--- src/rtl/i2c_target.sv ---
`default_nettype none
// ============================================================================
// Module      : i2c_target
// Description : I2C target (slave) port answering one 7-bit address.
//               SCL/SDA are synchronised to clk (two flops plus one edge
//               detect stage), START/STOP are decoded, and a byte engine
//               handles address, write and read phases with ACK/NACK.
//               Optional macro I2C_TARGET_GCALL_EN additionally ACKs the
//               general-call address (7'h00, write only).
// Ports       : clk      - system clock, rising edge
//               rst      - asynchronous reset, active low
//               scl_in   - raw SCL pin level
//               sda_in   - raw SDA pin level
//               sda_oe   - 1 pulls SDA low, 0 releases it
//               rx_data  - last byte written by the controller
//               rx_valid - one-cycle strobe, rx_data is new
//               tx_data  - byte returned on a read
//               tx_req   - one-cycle strobe, next read byte is needed
//               busy     - addressed and transfer in progress
// Revision    : 1.0 - initial release
// ============================================================================
module i2c_target #(
    parameter logic [6:0] TARGET_ADDR = 7'h42
) (
    input  logic       clk,
    input  logic       rst,
    input  logic       scl_in,
    input  logic       sda_in,
    output logic       sda_oe,
    output logic [7:0] rx_data,
    output logic       rx_valid,
    input  logic [7:0] tx_data,
    output logic       tx_req,
    output logic       busy
);

    typedef enum logic [2:0] {
        IDLE      = 3'd0,
        ADDR      = 3'd1,
        ADDR_ACK  = 3'd2,
        WRITE     = 3'd3,
        WRITE_ACK = 3'd4,
        READ      = 3'd5,
        READ_ACK  = 3'd6
    } state_t;

    // [0] first sync flop, [1] second sync flop, [2] edge-detect stage
    logic [2:0] scl_sync;
    logic [2:0] sda_sync;

    always_ff @(posedge clk or negedge rst) begin
        if (!rst) begin
            scl_sync <= 3'b111;
            sda_sync <= 3'b111;
        end else begin
            scl_sync <= {scl_sync[1:0], scl_in};
            sda_sync <= {sda_sync[1:0], sda_in};
        end
    end

    logic scl_rise, scl_fall, start_det, stop_det, sda_s;
    assign sda_s     = sda_sync[1];
    assign scl_rise  =  scl_sync[1] & ~scl_sync[2];
    assign scl_fall  = ~scl_sync[1] &  scl_sync[2];
    assign start_det =  scl_sync[1] &  scl_sync[2] &  sda_sync[2] & ~sda_sync[1];
    assign stop_det  =  scl_sync[1] &  scl_sync[2] & ~sda_sync[2] &  sda_sync[1];

    state_t     state, state_n;
    logic [2:0] bit_cnt, bit_cnt_n;
    logic [6:0] shift, shift_n;        // first seven bits of the incoming byte
    logic [6:0] tx_shift, tx_shift_n;  // read bits still to be driven
    logic       rw, rw_n;
    logic       sda_oe_n, rx_valid_n, tx_req_n, busy_n;
    logic [7:0] rx_data_n;

    // Complete byte as it stands once the current SDA sample is appended
    logic [7:0] byte_in;
    assign byte_in = {shift, sda_s};

    logic addr_hit;
`ifdef I2C_TARGET_GCALL_EN
    assign addr_hit = (byte_in[7:1] == TARGET_ADDR) || (byte_in == 8'h00);
`else
    assign addr_hit = (byte_in[7:1] == TARGET_ADDR);
`endif

    always_ff @(posedge clk or negedge rst) begin
        if (!rst) begin
            state    <= IDLE;
            bit_cnt  <= 3'd0;
            shift    <= 7'd0;
            tx_shift <= 7'd0;
            rw       <= 1'b0;
            sda_oe   <= 1'b0;
            rx_data  <= 8'h00;
            rx_valid <= 1'b0;
            tx_req   <= 1'b0;
            busy     <= 1'b0;
        end else begin
            state    <= state_n;
            bit_cnt  <= bit_cnt_n;
            shift    <= shift_n;
            tx_shift <= tx_shift_n;
            rw       <= rw_n;
            sda_oe   <= sda_oe_n;
            rx_data  <= rx_data_n;
            rx_valid <= rx_valid_n;
            tx_req   <= tx_req_n;
            busy     <= busy_n;
        end
    end

    always_comb begin
        state_n    = state;
        bit_cnt_n  = bit_cnt;
        shift_n    = shift;
        tx_shift_n = tx_shift;
        rw_n       = rw;
        sda_oe_n   = sda_oe;
        rx_data_n  = rx_data;
        rx_valid_n = 1'b0;
        tx_req_n   = 1'b0;
        busy_n     = busy;

        if (stop_det) begin
            state_n   = IDLE;
            bit_cnt_n = 3'd0;
            sda_oe_n  = 1'b0;
            busy_n    = 1'b0;
        end else if (start_det) begin
            state_n   = ADDR;
            bit_cnt_n = 3'd0;
            sda_oe_n  = 1'b0;
        end else begin
            case (state)
                ADDR: begin
                    if (scl_rise) begin
                        shift_n = byte_in[6:0];
                        if (bit_cnt == 3'd7) begin
                            bit_cnt_n = 3'd0;
                            rw_n      = sda_s;
                            busy_n    = addr_hit;
                            state_n   = addr_hit ? ADDR_ACK : IDLE;
                        end else begin
                            bit_cnt_n = bit_cnt + 3'd1;
                        end
                    end
                end

                // bit_cnt 0: first fall drives ACK; the 9th rise sets it to 1;
                // the following fall ends the ACK slot.
                ADDR_ACK, WRITE_ACK: begin
                    if (scl_fall) begin
                        if (bit_cnt == 3'd0) begin
                            sda_oe_n = 1'b1;
                        end else begin
                            bit_cnt_n = 3'd0;
                            if (state == ADDR_ACK && rw) begin
                                state_n    = READ;
                                tx_shift_n = tx_data[6:0];
                                sda_oe_n   = ~tx_data[7];
                            end else begin
                                state_n  = WRITE;
                                sda_oe_n = 1'b0;
                            end
                        end
                    end else if (scl_rise) begin
                        bit_cnt_n = 3'd1;
                        if (state == ADDR_ACK && rw) begin
                            tx_req_n = 1'b1;
                        end
                    end
                end

                WRITE: begin
                    if (scl_rise) begin
                        shift_n = byte_in[6:0];
                        if (bit_cnt == 3'd7) begin
                            rx_data_n  = byte_in;
                            rx_valid_n = 1'b1;
                            state_n    = WRITE_ACK;
                            bit_cnt_n  = 3'd0;
                        end else begin
                            bit_cnt_n = bit_cnt + 3'd1;
                        end
                    end
                end

                READ: begin
                    if (scl_rise) begin
                        if (bit_cnt == 3'd7) begin
                            state_n   = READ_ACK;
                            bit_cnt_n = 3'd0;
                        end else begin
                            bit_cnt_n = bit_cnt + 3'd1;
                        end
                    end else if (scl_fall) begin
                        sda_oe_n   = ~tx_shift[6];
                        tx_shift_n = {tx_shift[5:0], 1'b0};
                    end
                end

                READ_ACK: begin
                    if (scl_fall) begin
                        if (bit_cnt == 3'd0) begin
                            sda_oe_n = 1'b0;
                        end else begin
                            state_n    = READ;
                            bit_cnt_n  = 3'd0;
                            tx_shift_n = tx_data[6:0];
                            sda_oe_n   = ~tx_data[7];
                        end
                    end else if (scl_rise) begin
                        if (sda_s) begin
                            // NACK: stop responding, busy stays until STOP/START
                            state_n   = IDLE;
                            bit_cnt_n = 3'd0;
                        end else begin
                            bit_cnt_n = 3'd1;
                            tx_req_n  = 1'b1;
                        end
                    end
                end

                default: begin
                end
            endcase
        end
    end

endmodule
`default_nettype wire
--- config.mk ---
export PLATFORM = sky130hd
export DESIGN_NAME = i2c_target
export DESIGN_NICKNAME = d
export VERILOG_FILES = /design/src/rtl/i2c_target.sv
export SDC_FILE = /design/constraint.sdc
export NUM_CORES = 1
export LEC_CHECK = 0
export BUFFER_PORTS_ARGS = -buffer_cell sky130_fd_sc_hd__buf_2
export CORE_AREA = 5 5 76 78
export CTS_CLUSTER_SIZE = 30
export DETAILED_ROUTE_END_ITERATION = 10
export DIE_AREA = 0 0 81 83
export GPL_TIMING_DRIVEN = 0
export PLACE_DENSITY = 0.71
export SYNTH_ARGS = -nofsm -noshare
export SYNTH_HDL_FRONTEND = slang
export SYNTH_SLANG_ARGS = --single-unit
--- constraint.sdc ---
create_clock -name clk -period 2.2 [get_ports clk]
set_clock_uncertainty 0.2 [all_clocks]
set_input_delay 0.22 -clock clk [delete_from_list [all_inputs] [get_ports clk]]
set_output_delay 0.22 -clock clk [all_outputs]
set_load 0.1 [all_outputs]
# After elaboration in Yosys (flattened, before gate mapping)
# Cells that the tools add are included.
# Widths: inputs -> output; s select.
# word_totals
reg_bits	39
word_cells	145
# classes
add_sub_neg	1
n_eq_ne	32
muxes	65
bitwise_logic	15
reduce_logical	20
# op_table
op	n
$mux 3	24
$mux 7	7
$ne 4x4->1 const B	11
$mux 1	28
$pmux 7 s3	1
$ne 5x5->1 const B	4
$pmux 3 s5	1
$reduce_and 5->1	3
$ne 2x2->1 const B	7
$eq 3x3->1 const B	4
$reduce_and 12->1	1
$reduce_and 4->1	3
$reduce_and 10->1	1
$reduce_bool 5->1	2
$pmux 3 s3	1
$not 1->1	8
$and 1x1->1	7
$eq 7x7->1 const B	1
$reduce_bool 7->1	1
$eq 3x2->1 const B	2
$reduce_bool 2->1	3
$ne 4x1->1 const B	1
$reduce_or 2->1	2
$add 3x1->3 const B	1
other kinds (9)	9

# Longest topological paths before layout
# Gate-level depths: netlist of the first run.
# depth
word_depth	8
mapped_depth	8
mapped_depth_nobuf	7

# Least setup slack after synthesis of the first run
# OpenSTA, ideal clock, no wires.
# synth_path
kind	reg-to-reg
startpoint	reg scl_sync[2]
endpoint	reg tx_shift[1]
arrival_time_ns	1.990
setup_slack_ns	-0.114
path_stages_with_launch	8
synth_period_minus_slack_ns	2.314
path_cell_list	dfstp_2 > inv_1 > ha_1 > buf_1 > o21ai_0 > nand3_1 > nor3_2 > mux2_2
# synth_via
elab_chain_cells	5
elab_cells_between_ends	15
# synth_rtl
element	line_no	rtl
from (decl)	48	logic [2:0] scl_sync;
from (signal assigned)	56	scl_sync <= {scl_sync[1:0], scl_in};
$and 1x1->1	65, 66	
$and 1x1->1 (on tied branches) (2 in series)	66, 65	
$not 1->1 (no source line)	--	
$reduce_and 10->1 (no source line) *	--	
to (signal assigned)	103	tx_shift <= tx_shift_n;
to (decl)	71	logic [6:0] tx_shift, tx_shift_n;
# Mark *: on every way between the ends. The rest lies on a longest branch, timed or not.
# A chain may end at the register's enable or synchronous reset.

# Final worst setup path of the first run
# layout_path
startpoint	reg sda_sync[1]
endpoint	reg rx_data[2]
# layout_via
elab_chain_cells	4
elab_cells_between_ends	6
# layout_rtl
element	line_no	rtl
from (decl)	49	logic [2:0] sda_sync;
from (signal assigned)	57	sda_sync <= {sda_sync[1:0], sda_in};
$not 1->1	65	assign start_det = scl_sync[1] & scl_sync[2] & sda_sync[2] & ~sda_sync[1];
$and 1x1->1	65	
$not 1->1 (no source line)	--	
$reduce_and 5->1 (no source line) *	--	
to (signal assigned)	106	rx_data <= rx_data_n;
to (decl)	30	output logic [7:0] rx_data,
# Marked as above.

==> flow_summary.json, run 1 <==
{
  "area_delta_synth_final_pct": 27.08,
  "maxCapViolations": 0,
  "cts.sinks": 39,
  "p_leak_nw": 1.198,
  "synth_flop_cell": "dfrtp_1",
  "track_usage": 0.1413,
  "fin_ws_ns": -0.0006510,
  "die_h_um": 83,
  "avgSynthCellArea_sq_um": 10.99,
  "fp.dieW_um": 81,
  "yosys_warnings": 0,
  "syn_nets": 208,
  "clkLatencyLatePin_ns": 0.30,
  "dpl.hpwl_um": 2839,
  "hp-start": "tx_data[1]",
  "wire_per_inst_um": 14.66,
  "reg2reg_slack_ns": -0.0007,
  "outcome": "finished with violations",
  "ys_ff_latch": 39,
  "postSynthCellCount": 190,
  "vias": 1619,
  "hold_violations": 0,
  "drtPass1Iterations": 4,
  "grt_overflow": 0,
  "nets": 256,
  "synthTopCellsByArea": "dfrtp_1 (40%), mux2_2 (9.7%), dfstp_2 (7.5%)",
  "arrival_ns": 2.19,
  "synth-edff-count": 0,
  "ctsRootBufferMaster": "clkbuf_8",
  "routed_wl_um": 4529,
  "core_sq_um": 5010,
  "ios": 24,
  "syn_area_sq_um": 2088,
  "synth_cell_types": 50,
  "cts_inserted_buffers": 5,
  "start_util": 0.4168,
  "place.port_buffers": 23,
  "slowest_delay_ns": 0.54,
  "internal-power_mw": 1.780,
  "crit_chain": "and2b_1 -> o21a_1 -> buf_6 -> nor3_4 -> and3_4 -> clkbuf_16 -> mux2_4",
  "startpoint": "sda_sync[1]",
  "slowest_stage": "dfstp_2",
  "drc": 0,
  "hold_path.class": "primary input to register",
  "cts.clk_slew.worst_paths_ns": 0.08,
  "cts_tree": "built",
  "placed_cell_area_sq_um": 2298,
  "grt_max_degree": 40,
  "n_antenna_cell": 0,
  "drive_above_1_share": 0.4017,
  "ys_seq_area_frac": 0.4709,
  "layout_min_cycle_time_ns": 2.201,
  "setup_viol": 1,
  "fmax_ghz": 0.4544,
  "worstRegToRegCells": 7,
  "pwr-share-clk": 0.208,
  "fp-row-count": 26,
  "path_class": "register to register",
  "timing.final.crit_share": 1.000,
  "htreeDepth": 2,
  "grt_first_pass_wirelength_um": 7521,
  "rsz0062_at_grt": "true",
  "worst_pin_slew_ns": 0.8565,
  "async_flop_share": 1.000,
  "relSlewSlack": 0.4290,
  "power_switching_mw": 1.088,
  "antenna_left": 0,
  "yosysTopAreaCell": "dfrtp_1",
  "sw_frac_of_total": 0.3794,
  "antenna_found_initial": 0,
  "slew_viol_final": 0,
  "clk_path_buf_depth": 2,
  "synth_top_area_share": 0.3954,
  "cp-start-kind": "register",
  "end_kind": "register",
  "required_ns": 2.19,
  "yosysMostFrequentCell": "dfrtp_1",
  "synth_common_cells": "dfrtp_1 (33), mux2_2 (18), nand2_1 (17)",
  "pwr-share-seq": 0.369,
  "crit_fanout": 4,
  "endpoint": "rx_data[2]",
  "drtIter0Drc": 83,
  "fin_area_sq_um": 2654,
  "die_area_sq_um": 6723,
  "peakVddDrop_uv": 526.9,
  "place.gp.congestion": 0.8551,
  "reg2reg_to": "rx_data[2]",
  "rr_startpoint": "sda_sync[1]",
  "pwr_density_cell_nw_per_um2": 1081,
  "violations": "setup timing",
  "p_comb_frac": 0.423,
  "grt_pass1_vias": 1598,
  "via_per_inst": 5.239,
  "hold_ws_ns": 0.08301
}
[layout make-up]
type                    instances  area [sq um]
fillers                       457          2356
multi-input cells             129          1044
flip-flops and latches         39         983.4
repair buffers                 42         305.3
plain buffers                  12         90.09
well taps                      70         87.58
clock buffers                   6         72.57
clock inverters                 2         37.54
inverters                       9         33.78
[how the worst min path moves through the flow]
stage	end	slack (ns)	cells after the start
CTS	tx_shift[1]	0.08	4
floorplan	bit_cnt[0]	-0.28	0
global placement	sda_sync[0]	0.13	1
finish	tx_shift[1]	0.08	4
global route	tx_shift[1]	0.09	4
detailed placement	sda_sync[0]	0.13	1
[routing by layer]
metal | routed length (um) | global-route usage | share of wire
met3 | 149 | 0.03030 | 0.033
met1 | 2096 | 0.1988 | 0.46
met4 | 102 | 0.06912 | 0.023
met5 | 0 | 0 | 0
met2 | 2181 | 0.2031 | 0.48
[flip-flops by register name, summed over array words and instances (netlist names)]
signal    count
bit_cnt       3
tx_shift      7
state         3
rx_valid      1
sda_sync      3
busy          1
rw            1
sda_oe        1
tx_req        1
rx_data       8
scl_sync      3
shift         7
[power groups by stage]
stage	clock network [mW]	registers, mW	logic (mW)
after floorplan	0	1.11	0.765
after global placement	0	1.06	1.01
after detailed placement	0	1.07	1.05
after CTS	0.612	1.05	1.15
after global routing	0.649	1.08	1.33
final	0.596	1.06	1.21
[critical path, delay by kind of cell, from the launching register on]
| family | cells | cell delay, ns |
|---|---|---|
| AND/OR/NAND/NOR | 3 | 0.60 |
| AO/OA/AOI/OAI | 1 | 0.18 |
| flip-flops | 1 | 0.54 |
| buffers and inverters | 2 | 0.28 |
| multiplexers | 1 | 0.29 |
[layout by cell type (no fill, tap or decap), types with 2 or more instances in the layout]
cell and instances:
clkbuf_8 5, buf_4 12, a32oi_1 2, inv_1 9, nand4_1 2, nor3_4 2, ha_1 6, dlygate4sd3_1 4
mux2_2 16, mux2_4 10, buf_12 2, a21oi_1 9, nor2b_1 4, buf_2 26, nor2_1 10, nand2_1 17
dfrtp_1 33, clkbuf_2 2, o2111ai_1 2, o21ai_0 5, o211ai_1 2, nand3_1 4, nand2b_1 2, a211oi_1 3
nand3b_1 2, nor4_1 3, clkbuf_1 3, a31oi_1 2, buf_6 4, dfstp_2 6
[through the flow]
stage	worst slack (ns)	std cells	TNS (ns)	utilization	power (mW)
2_1_floorplan	-0.04602	190	-0.4243	-	1.878
3_3_place_gp	-0.2190	283	-2.962	0.4588	2.076
3_5_place_dp	-0.2354	283	-3.279	0.4588	2.116
4_1_cts	-0.009902	300	-0.02101	0.5045	2.817
5_1_grt	-0.1554	309	-0.9163	0.5297	3.065
6_report	-0.0006510	309	-0.0006510	0.5297	2.869
[timing repair]
| item | in CTS | in global routing |
|---|---|---|
| pin swaps | 2 | 2 |
| setup buffers | 5 | 9 |
| endpoints found under the hold margin | 36 | 0 |
| gates cloned | 0 | 1 |
| hold buffers | 4 | 0 |
| endpoints found under the setup margin | 19 | 19 |
| gates resized for setup | 11 | 11 |
[kinds of logic after synthesis]
group | synth area share
flops | 0.4709
mux | 0.1594
buf+inv | 0.05332
fa+ha+maj | 0.03595
xor+xnor | 0.008390
simple gates | 0.1372
compound gates | 0.1348
No activity file was read; power rests on OpenSTA's default activity.
==> inputs of run 2 (changes only) <==
Settings changed: CORE_AREA 5 5 76 78 to 5 5 71 73, DIE_AREA 0 0 81 83 to 0 0 76 78, PLACE_DENSITY 0.71 to 0.79.
==> run 2 against run 1 <==
  * The flow still finishes with violations (setup timing)
  * Via count rose by 0.62%
  * Sequential cell count stayed put
  * Global-route usage up 1.3 points
  * Core utilization is 8.7 points higher
  * Clock power down 20%
  * Final cell count fell by 5.8%
  * Count of clock-buffer cells in the layout unchanged
  * Critical endpoint is now state[0]
==> flow_summary.json, run 2 (same netlist as run 1, synthesis figures left out) <==
{
  "place.gp.congestion": 0.8621,
  "die_h_um": 78,
  "via_per_inst": 5.598,
  "top_register": "rx_data",
  "met1_usage": 0.1953,
  "cp-start-kind": "register",
  "dp_slack_ns": -0.2610,
  "fin_ws_ns": -0.02594,
  "p_leak_nw": 1.203,
  "routed_wl_um": 4697,
  "clkLatencyLatePin_ns": 0.30,
  "start_util": 0.4863,
  "worst-path-buf-inv": 1,
  "pwr_density_cell_nw_per_um2": 1072,
  "grt_pass1_vias": 1610,
  "final_cell_mix": "dfrtp_1 (32), buf_2 (25), nand2_1 (17)",
  "fp-row-count": 24,
  "area_delta_synth_final_pct": 26.90,
  "outcome": "finished with violations",
  "grt_max_degree": 40,
  "cts_tree": "built",
  "arrival_ns": 2.22,
  "n_antenna_cell": 0,
  "layout_commonest_cell": "dfrtp_1",
  "end_kind": "register",
  "htreeDepth": 2,
  "track_usage": 0.1538,
  "grt_overflow": 0,
  "required_ns": 2.19,
  "fin_util": 0.6171,
  "slew_viol_final": 0,
  "timing.final.crit_share": 1.012,
  "crit_fanout": 5,
  "grt_first_pass_wirelength_um": 7486,
  "ctsRootBufferMaster": "clkbuf_8",
  "multiInputGateArea_sq_um": 1092,
  "clk_path_buf_depth": 2,
  "relSlewSlack": 0.4477,
  "ios": 24,
  "crit_chain": "inv_2 -> ha_1 -> nor2_2 -> o22a_1 -> o2111ai_4 -> o32a_1 -> o311ai_2",
  "top_usage_layer": "met2",
  "use_met3": 0.03241,
  "crit_family": "compound AO/OA/AOI/OAI gates",
  "fmax_ghz": 0.4492,
  "num-fill-cells": 347,
  "cts_inserted_buffers": 5,
  "cts.clk_slew.worst_paths_ns": 0.07,
  "violations": "setup timing",
  "slowest_stage": "dfstp_2",
  "largest_reg_flops": 8,
  "drtIter0Drc": 137,
  "reg_top3": "rx_data x8, shift x7, tx_shift x7",
  "rsz0062_at_grt": "true",
  "hold_violations": 0,
  "hold_path.class": "primary input to register",
  "wire_per_inst_um": 16.14,
  "peakVddDrop_uv": 559.5,
  "ff_latch_area_sq_um": 984.7,
  "antenna_found_initial": 0,
  "place.port_buffers": 23,
  "core_sq_um": 4294,
  "drc": 0,
  "nets": 256,
  "fp.dieW_um": 76,
  "cts.sinks": 39,
  "drtPass1Iterations": 4,
  "setup_viol": 2,
  "drive_above_1_share": 0.4477,
  "dpl.hpwl_um": 2821,
  "layout_min_cycle_time_ns": 2.226,
  "grtUsageMet2": 0.2449,
  "die_area_sq_um": 5928,
  "slowest_delay_ns": 0.59,
  "worst_pin_slew_ns": 0.8285,
  "path_class": "register to register",
  "antenna_left": 0,
  "vias": 1629,
  "maxCapViolations": 0
}
run 2: cell types whose count changed in the layout (fill, tap and decap cells not counted), sizes merged:
cell / change
clkinv: +2
buf: -1
bufinv: -1
clkbuf: +1
clkinvlp: -1
run 2: where the power goes:
part           internal (mW)  switching, mW
Clock                  0.224          0.255
Sequential             0.913          0.150
Combinational          0.572          0.728
run 2: cell type report:
| class | count | area share |
|---|---|---|
| plain buffers | 12 | 0.03447 |
| repair buffers | 42 | 0.1119 |
| clock buffers | 6 | 0.02738 |
| multi-input cells | 129 | 0.4122 |
| inverters | 9 | 0.01275 |
| well taps | 52 | 0.02455 |
| flip-flops and latches | 39 | 0.3716 |
| clock inverters | 2 | 0.005194 |
run 2: metrics by stage:
stage	hold slack [ns]	cell area, sq um	std cells	setup TNS, ns	power (mW)
after global placement	0.1266	2276	265	-2.755	2.070
after global routing	0.08703	2650	291	-0.7251	3.043
final	0.05306	2650	291	-0.02992	2.840
after CTS	0.04823	2479	282	-0.001450	2.668
after floorplan	-0.2756	2096	190	-0.4243	1.878
after detailed placement	0.1275	2276	265	-3.333	2.100
run 2: repair_timing:
item | CTS | global route
setup buffers | 5 | 9
pin swaps | 5 | 6
endpoints found under the hold margin | 36 | 0
resized for setup | 11 | 26
gates cloned | 0 | 1
endpoints found under the setup margin | 18 | 20
hold buffers | 4 | 0
run 2: routing by layer:
layer,share of wire,vias to the layer above
met5,0,-
met4,0.032,0
met3,0.042,18
met2,0.51,48
met1,0.42,782
li1,-,781
run 2: worst paths after layout:
path | from | end | slack [ns] | cells after the start
max | scl_sync[1] | state[0] | -0.03 | 7
min | tx_data[1] | tx_shift[1] | 0.05 | 4
max reg2reg | scl_sync[1] | state[0] | -0.03 | 7
min reg2reg | scl_sync[0] | scl_sync[1] | 0.16 | 0
max in group asynchronous | rst | bit_cnt[0] | 0.86 | 2
min in group asynchronous | rst | rx_data[4] | 0.36 | 2
run 2: worst min-delay path: stages:
cell,delay (ns)
buf_2,0.07
nand2_1,0.03
o21ai_0,0.05
mux2_2,0.13
==> inputs of run 3 (changes only) <==
Settings changed: CAP_MARGIN from default to 0, HOLD_SLACK_MARGIN from default to 0.06.
==> run 3 against run 2 <==
  * The flow still finishes with violations (setup timing)
  * Maximum frequency is 0.15% lower
  * Wire length grew 0.32%
  * Sequential power barely moved
  * Setup slack lost 0.0034 ns
  * Sequential cell count is the same
  * Power increased by 0.22%
  * Core utilization increased by 0.23 points
  * Global-route usage rose by 0.074 points
  * Final area increased by 0.38%
  * Worst hold slack improved by 0.029 ns
  * First-iteration DRC count is 12% lower
  * Non-clock buffer count up 1
  * Largest power group unchanged
==> flow_summary.json, run 3 (same netlist as run 1, synthesis figures left out) <==
{
  "pwr_density_cell_nw_per_um2": 1070,
  "setup_viol": 2,
  "layout_commonest_cell": "dfrtp_1",
  "final_cell_mix": "dfrtp_1 (32), buf_2 (25), nand2_1 (17)",
  "fp-row-count": 24,
  "largest_reg_flops": 8,
  "via_per_inst": 5.623,
  "dpl.hpwl_um": 2821,
  "p_total_mw": 2.846,
  "drive_above_1_share": 0.4458,
  "p_leak_nw": 1.207,
  "start_util": 0.4863,
  "fmax_ghz": 0.4486,
  "crit_chain": "inv_2 -> ha_1 -> nor2_2 -> o22a_1 -> o2111ai_4 -> o32a_1 -> o311ai_2",
  "cts_inserted_buffers": 5,
  "fin_cells": 292,
  "layout_min_cycle_time_ns": 2.229,
  "worst_pin_slew_ns": 0.8379,
  "hold_path_end": "tx_shift[4]",
  "placedCellCount": 265,
  "vias": 1642,
  "pwr-share-seq": 0.373,
  "track_usage": 0.1546,
  "wire_per_inst_um": 16.14,
  "hold_path.class": "primary input to register",
  "drtPass1Iterations": 4,
  "htreeDepth": 2,
  "routed_wl_um": 4712,
  "worstRegToRegCells": 7,
  "fin_util": 0.6195,
  "grt_max_degree": 40,
  "die_area_sq_um": 5928,
  "ios": 24,
  "p_comb_frac": 0.458,
  "fp.dieW_um": 76,
  "cts_tree": "built",
  "antenna_left": 0,
  "grt_pass1_vias": 1617,
  "sw_frac_of_total": 0.3996,
  "top_register": "rx_data",
  "slew_viol_final": 0,
  "reg2reg_slack_ns": -0.03,
  "area_delta_synth_final_pct": 27.38,
  "drtIter0Drc": 120,
  "pwr-share-clk": 0.169,
  "hp-start": "tx_data[4]",
  "drc": 0,
  "cp-start-kind": "register",
  "cts.clk_slew.worst_paths_ns": 0.08,
  "timing.final.crit_share": 1.013,
  "power_switching_mw": 1.137,
  "arrival_ns": 2.22,
  "clkLatencyLatePin_ns": 0.30,
  "required_ns": 2.19,
  "grt_first_pass_wirelength_um": 7527,
  "n_antenna_cell": 0,
  "path_class": "register to register",
  "core_sq_um": 4294,
  "violations": "setup timing",
  "relSlewSlack": 0.4414,
  "clk_path_buf_depth": 2,
  "antenna_found_initial": 0,
  "slowest_stage": "dfstp_2",
  "crit_fanout": 5,
  "peakVddDrop_uv": 564.5,
  "ctsRootBufferMaster": "clkbuf_8",
  "whs_path_depth": 3,
  "grt_overflow": 0,
  "outcome": "finished with violations",
  "rr_startpoint": "scl_sync[1]",
  "hold_ws_ns": 0.08210,
  "internal-power_mw": 1.709,
  "hold_violations": 0,
  "slowest_delay_ns": 0.59,
  "num-fill-cells": 345,
  "die_h_um": 78,
  "cts.sinks": 39,
  "fin_ws_ns": -0.02930,
  "place.gp.congestion": 0.8621,
  "end_kind": "register",
  "reg_top3": "rx_data x8, shift x7, tx_shift x7",
  "maxCapViolations": 0,
  "rsz0062_at_grt": "true",
  "reg2reg_to": "state[0]",
  "nets": 257,
  "place.port_buffers": 23
}
[run 3: how the worst max path moves through the flow]
stage                     start    endpoint  slack [ns]
floorplan           sda_sync[1]  rx_data[0]       -0.05
global placement    scl_sync[1]  rx_data[3]       -0.21
detailed placement  scl_sync[1]  rx_data[5]       -0.26
CTS                 sda_sync[1]  rx_data[5]      -0.001
global route        scl_sync[1]    state[0]       -0.11
finish              scl_sync[1]    state[0]       -0.03
[run 3: power groups by stage]
stage               clock (mW)  sequential (mW)  combinational, mW
finish                   0.481             1.06               1.30
global route             0.527             1.09               1.43
CTS                      0.488             1.06               1.13
detailed placement           0             1.07               1.03
global placement             0             1.06               1.01
floorplan                    0             1.11              0.765
[run 3: cell type report]
cell class,instances,area (sq um),share of cell area
Multi-Input combinational cell,129,1092,0.4106
Inverter,9,33.78,0.01270
Clock inverter,2,13.76,0.005174
Tap cell,52,65.06,0.02446
Buffer,12,91.34,0.03434
Clock buffer,6,72.57,0.02728
Sequential cell,39,984.7,0.3702
Timing Repair Buffer,43,306.5,0.1152
[run 3: what timing repair did]
item	4_1_cts	5_1_grt
gates resized for setup	11	26
hold endpoints to repair	37	0
setup buffers	5	9
cloned	0	1
hold buffers	5	0
setup endpoints to repair	18	20
pin swaps	5	6
[run 3: routing by layer]
| layer | GRT usage | part of all wire | up-vias |
|---|---|---|---|
| met5 | 0 | 0 | - |
| met4 | 0.08363 | 0.031 | 0 |
| met3 | 0.03241 | 0.042 | 17 |
| met2 | 0.2466 | 0.51 | 43 |
| met1 | 0.1960 | 0.42 | 799 |
| li1 | - | - | 783 |
[run 3: per-stage QoR]
| stage | TNS [ns] | cell area, sq um | setup slack [ns] |
|---|---|---|---|
| 5_1_grt | -0.7251 | 2660 | -0.1052 |
| 4_1_cts | -0.001450 | 2489 | -0.001450 |
| 6_report | -0.03716 | 2660 | -0.02930 |
| 3_3_place_gp | -2.755 | 2276 | -0.2135 |
| 3_5_place_dp | -3.333 | 2276 | -0.2610 |
| 2_1_floorplan | -0.4243 | 2096 | -0.04602 |
[run 3: worst max-delay path: cells and delay by family, from the launching register on]
| kind | cells | cell delay (ns) |
|---|---|---|
| adders and majority gates | 1 | 0.30 |
| buffers and inverters | 1 | 0.04 |
| and+or+nand+nor | 1 | 0.11 |
| AOI/OAI and AO/OA | 4 | 0.86 |
| DFF | 1 | 0.59 |
